File: config.mk
export PLATFORM = sky130hd
export DESIGN_NAME = icache_line_loader
export DESIGN_NICKNAME = d
export VERILOG_FILES = /design/src/rtl/pa_icache_pkg.sv /design/src/rtl/line_byte_assembler.sv /design/src/rtl/icache_line_loader.sv
export SDC_FILE = /design/constraint.sdc
export NUM_CORES = 1
export LEC_CHECK = 0
export ABC_AREA = 1
export CORE_UTILIZATION = 30
export DETAILED_ROUTE_END_ITERATION = 8
export GPL_ROUTABILITY_DRIVEN = 0
export RECOVER_POWER = 50
export SKIP_LAST_GASP = 1
export SLEW_MARGIN = 10
export SYNTH_ARGS = -nofsm -noshare
export SYNTH_HDL_FRONTEND = slang
export SYNTH_SLANG_ARGS = --single-unit
File: constraint.sdc
create_clock -name clock_i -period 2.4 [get_ports clock_i]
set_input_delay 0.36 -clock clock_i [delete_from_list [all_inputs] [get_ports clock_i]]
set_output_delay 0.36 -clock clock_i [all_outputs]
set_load 0.02 [all_outputs]
File: src/rtl/pa_icache_pkg.sv
// Shared i-cache definitions: line geometry, loader states and the cacheline type.
`default_nettype none

package pa_icache_pkg;
  localparam int LINE_BYTES = 32;
  localparam int LINE_W     = LINE_BYTES * 8;
  localparam int ADDR_W     = 8;
  // One extra count value so a full line (count == LINE_BYTES) is representable.
  localparam int CNT_W      = $clog2(LINE_BYTES + 1);

  typedef enum logic [1:0] {
    IDLE  = 2'd0,
    FILL  = 2'd1,
    FULL  = 2'd2,
    ISSUE = 2'd3
  } loader_state_t;

  typedef logic [LINE_W-1:0] cacheline_t;
endpackage

`default_nettype wire

File: src/rtl/line_byte_assembler.sv
// Byte-lane write decode, cacheline data register and fill count for the line loader.
`default_nettype none

module line_byte_assembler
  import pa_icache_pkg::*;
(
  input  logic             clock_i,
  input  logic             reset_i,
  input  logic             clear_i,
  input  logic             wr_i,
  input  logic [7:0]       byte_i,
  output cacheline_t       data_o,
  output logic [CNT_W-1:0] count_o,
  output logic             full_o
);

  logic [CNT_W-1:0]      count_q;
  logic [CNT_W-1:0]      count_d;
  cacheline_t            data_q;
  logic [LINE_BYTES-1:0] lane_we;
  logic                  wr_ok;

  assign full_o = (count_q == CNT_W'(LINE_BYTES));
  assign wr_ok  = wr_i && !full_o;

  generate
    for (genvar g = 0; g < LINE_BYTES; g++) begin : g_lane
      assign lane_we[g] = wr_ok && (count_q == CNT_W'(g));
    end
  endgenerate

  always_comb begin
    count_d = count_q;
    if (clear_i) begin
      count_d = '0;
    end else if (wr_ok) begin
      count_d = count_q + CNT_W'(1);
    end
  end

  always_ff @(posedge clock_i or negedge reset_i) begin
    if (!reset_i) begin
      count_q <= '0;
      data_q  <= '0;
    end else begin
      count_q <= count_d;
      if (clear_i) begin
        data_q <= '0;
      end else begin
        for (int i = 0; i < LINE_BYTES; i++) begin
          if (lane_we[i]) data_q[8*i +: 8] <= byte_i;
        end
      end
    end
  end

  assign data_o  = data_q;
  assign count_o = count_q;

endmodule

`default_nettype wire

File: src/rtl/icache_line_loader.sv
// Byte-serial cacheline loader: collects an address byte plus LINE_BYTES data bytes
// and issues the assembled line to the i-cache write port over valid/ready.
`default_nettype none

module icache_line_loader
  import pa_icache_pkg::*;
(
  input  logic              clock_i,
  input  logic              reset_i,
  input  logic              byte_valid_i,
  input  logic [7:0]        byte_data_i,
  input  logic              is_address_i,
  input  logic              commit_i,
  output logic              byte_ready_o,
  output logic              line_valid_o,
  input  logic              line_ready_i,
  output logic [ADDR_W-1:0] line_addr_o,
  output cacheline_t        line_data_o,
  output logic              commit_err_o,
  output logic              overflow_o
);

  loader_state_t     state_q, state_d;
  logic [ADDR_W-1:0] addr_q, addr_d;
  logic              err_q, err_d;
  logic              ovf_q, ovf_d;
  logic              asm_clear, asm_wr;
  logic [CNT_W-1:0]  asm_count;
  logic              asm_full;
  logic              byte_acc, addr_acc, data_acc, commit_acc;

  assign byte_ready_o = (state_q != ISSUE);
  assign byte_acc     = byte_valid_i && byte_ready_o;
  assign addr_acc     = byte_acc && is_address_i;
  assign data_acc     = byte_acc && !is_address_i;
  // A byte in the same cycle as a commit takes priority; the commit is dropped silently.
  assign commit_acc   = commit_i && byte_ready_o && !byte_valid_i;

  line_byte_assembler u_asm (
    .clock_i (clock_i),
    .reset_i (reset_i),
    .clear_i (asm_clear),
    .wr_i    (asm_wr),
    .byte_i  (byte_data_i),
    .data_o  (line_data_o),
    .count_o (asm_count),
    .full_o  (asm_full)
  );

  always_comb begin
    state_d   = state_q;
    addr_d    = addr_q;
    err_d     = 1'b0;
    ovf_d     = ovf_q;
    asm_clear = 1'b0;
    asm_wr    = 1'b0;
    case (state_q)
      IDLE: begin
        if (addr_acc) begin
          addr_d    = byte_data_i;
          asm_clear = 1'b1;
          state_d   = FILL;
        end else if (commit_acc) begin
          err_d = 1'b1;
        end
      end
      FILL: begin
        if (addr_acc) begin
          addr_d    = byte_data_i;
          asm_clear = 1'b1;
        end else if (data_acc) begin
          asm_wr = 1'b1;
          if (asm_count == CNT_W'(LINE_BYTES - 1)) state_d = FULL;
        end else if (commit_acc) begin
          err_d = 1'b1;
        end
      end
      FULL: begin
        if (addr_acc) begin
          addr_d    = byte_data_i;
          asm_clear = 1'b1;
          state_d   = FILL;
        end else if (data_acc) begin
          ovf_d = 1'b1;
        end else if (commit_acc) begin
          state_d = ISSUE;
        end
      end
      ISSUE: begin
        if (line_ready_i) state_d = IDLE;
      end
      default: state_d = IDLE;
    endcase
  end

  always_ff @(posedge clock_i or negedge reset_i) begin
    if (!reset_i) begin
      state_q <= IDLE;
      addr_q  <= '0;
      err_q   <= 1'b0;
      ovf_q   <= 1'b0;
    end else begin
      state_q <= state_d;
      addr_q  <= addr_d;
      err_q   <= err_d;
      ovf_q   <= ovf_d;
    end
  end

  assign line_valid_o = (state_q == ISSUE);
  assign line_addr_o  = addr_q;
  assign commit_err_o = err_q;
  assign overflow_o   = ovf_q;

`ifndef SYNTHESIS
  a_no_byte_with_commit: assert property (@(posedge clock_i) disable iff (!reset_i)
    !(byte_valid_i && commit_i && byte_ready_o));
  a_full_matches_state: assert property (@(posedge clock_i) disable iff (!reset_i)
    (state_q == FULL) |-> asm_full);
`endif

endmodule

`default_nettype wire

==> qor.csv <==
metric;value;unit
final setup margin;0.160;ns
largest net degree at the start of global routing;86;
sequential area share after synthesis;0.589;
DR vias/cell;4.88;
Worst Tran Pin Value;1.14;ns
clk root buf;clkbuf_16;
Core Footprint;37900;um^2
grt met3 use;0.0393;
layout overhead on the synthesized area;36.1;%
die area;39600;um^2
worst hold path class;in -> reg;
Final ANT Viol Nets;0;
Routed wire per std cell;19.1;um
LEAKAGE;7.00;nW
Placed Area;14900;um^2
commonest cells after routing, fill and taps aside;274 x nand3_1, 274 x dfrtp_1, 165 x clkdlybuf4s50_1;
Pint;7.97;mW
Syn Std Cell Area;11600;um^2
pwr dens;692;nW/um^2
antenna violations before repair;0;
io pins;282;
CP required;2.04;ns
register bit total from synthesis;274;
crit path cell chain;nand2_4, inv_1, clkdlybuf4s50_1;
setup tns final;0;ns
Pre-Repair DR Iteration Count;5;
die width;199;um
startpoint class of the critical path;register;
initial core utilization;0.307;
DRC marker count from the first detailed-route iteration;463;
clk sinks;274;
RSZ-0062 raised after global routing;no;
switching share of power;0.274;
Clock Latency Late Sink;0.57;ns
final hold violations;0;
number of global-route vias before repair;8886;
post-route clock period utilization;0.933;
syn_area_per_cell;10.7;um^2
post-CTS setup buffer count;0;
CP endpoint kind;output pin;
Final #Nets;1363;
Post-Synthesis Net Count;1101;
crit-path max FO;8;
Yosys warning total;0;
global routing usage on met2;0.291;
dpl hpwl;24900;um
Crit-path slowest cell;clkdlybuf4s50_1;
CP peak stage delay;0.59;ns
Max Transition Viols Final;0;
critical path's top delay family;buffers and inverters;
global routing usage on met1;0.250;
Max Clk Rate;446;MHz
I/O Buffers;281;
layer with the highest usage;met2;
worst path bufs/invs;2;
total global routing overflow;0;
Ant. Diodes;0;
Comb pwr share;0.128;
R2R setup slack;0.31;ns
Final Hold Slack;0.403;ns
max-cap viol count;0;
Critical Path AT;1.88;ns
GR Util All Layers;0.182;
maximum root-to-sink buffer count;3;
CTS Buf Count;31;
Remaining DRCs;0;
Post-Synthesis Cells;1083;
Die Height;199;um
via count;9164;
CTS tree;done;
status;finished, final reports clean;
Worst Clk Skew;0.0150;ns
Clk pin slew, worst setup/hold paths;0.06;ns
share of power burned in registers;0.442;
H-Tree Depth;1;
Cell variety after synth;30;
Row Count;71;
layout cell share with drive strength beyond 1;0.131;
WS Path Type;reg -> out;
Tmin final;2.24;ns
Worst slew margin;0.242;
design area;15800;um^2
global-route wire length before repair;55100;um
Setup violations, final;0;
Peak VDD IR;0.000526;V
Clk pwr share;0.430;
pre-CTS WS;0.206;ns
final WL;36000;um
Switch Pwr;3.00;mW
final timing paths:
kind                                start                 to  cells after the start
setup / recovery               state_q[0]       line_valid_o                      3
hold / removal                   commit_i       commit_err_o                      3
setup reg to reg               state_q[0]         state_q[0]                      7
hold reg to reg            line_addr_o[5]     line_addr_o[5]                      2
max in group asynchronous         reset_i  u_asm.data_o[118]                      3
min in group asynchronous         reset_i   u_asm.data_o[10]                      2
cell families after synthesis:
kind of cell | count (synthesis) | synth area share
adders and majority gates | 4 | 0.00430
and+or+nand+nor | 425 | 0.211
buffers and inverters | 118 | 0.0677
DFF | 274 | 0.589
xor gates and xnor gates | 3 | 0.00226
AOI/OAI and AO/OA | 259 | 0.126
worst register-to-register path: cells and delay by family, from the launching register on:
family          cells  cell delay [ns]
compound gates      1             0.17
flops               1             0.48
simple gates        5             0.86
buf+inv             1             0.47
repair_timing:
action | in CTS | in global routing
gates resized for setup | 0 | 0
hold buffers | 1 | 0
endpoints found under the hold margin | 63 | 0
layer usage:
metal | share of wire | routed length [um]
met1 | 0.44 | 15900
met5 | 0 | 0
met4 | 0.017 | 626
met3 | 0.065 | 2350
met2 | 0.48 | 17100
registers in the layout (all words and copies together) (netlist names):
| name | flops |
|---|---|
| u_asm.data_o | 256 |
| line_addr_o | 8 |
| overflow_o | 1 |
| state_q | 2 |
| commit_err_o | 1 |
| u_asm.count_o | 6 |
synthesized netlist by cell type:
cell      number  area (um^2)
buf_1         16         60.1
buf_12         3         60.1
buf_2         15         75.1
buf_4          4         30.0
buf_6         35          394
clkbuf_1      25         93.8
clkinv_1       1         3.75
dfrtp_1      274         6860
ha_1           4         50.1
inv_1         15         56.3
inv_2          4         15.0
nand2_1       64          240
nand2_2        3         18.8
nand2_4        2         22.5
nand3_1      274         1370
nand3_2        1         10.0
nand3_4       30          526
nand4_1       11         68.8
nand4_4        1         21.3
nor2_1        35          131
nor2_2         1         6.26
nor2_4         1         11.3
nor2_8         1         20.0
o21a_1         1         7.51
o21ai_0       64          320
o21ai_1      149          746
o21ai_2       43          377
o21bai_1       2         15.0
or2_2          1         6.26
xor2_1         3         26.3
through the flow:
stage	std cells	power, mW	utilization
after floorplan	1083	5.72	-
after global placement	1822	6.39	0.394
after detailed placement	1822	6.40	0.394
after CTS	1878	11.2	0.421
after global routing	1878	11.4	0.417
final	1878	11.0	0.417
power by group through the flow:
| stage | Clock (mW) | Combinational, mW | Sequential, mW |
|---|---|---|---|
| 2_1_floorplan | 0 | 0.704 | 5.02 |
| 3_3_place_gp | 0 | 1.46 | 4.93 |
| 3_5_place_dp | 0 | 1.47 | 4.93 |
| 4_1_cts | 4.84 | 1.48 | 4.85 |
| 5_1_grt | 5.02 | 1.54 | 4.86 |
| 6_report | 4.71 | 1.41 | 4.85 |
cell type report:
type / count / area (um^2)
clock buffers: 45 / 898
clock inverters: 10 / 119
fillers: 3694 / 22100
inverters: 20 / 75.1
multi-input cells: 691 / 4000
flip-flops and latches: 274 / 6860
well taps: 511 / 639
repair buffers: 327 / 3250
Power figures use the tool's default switching activity.
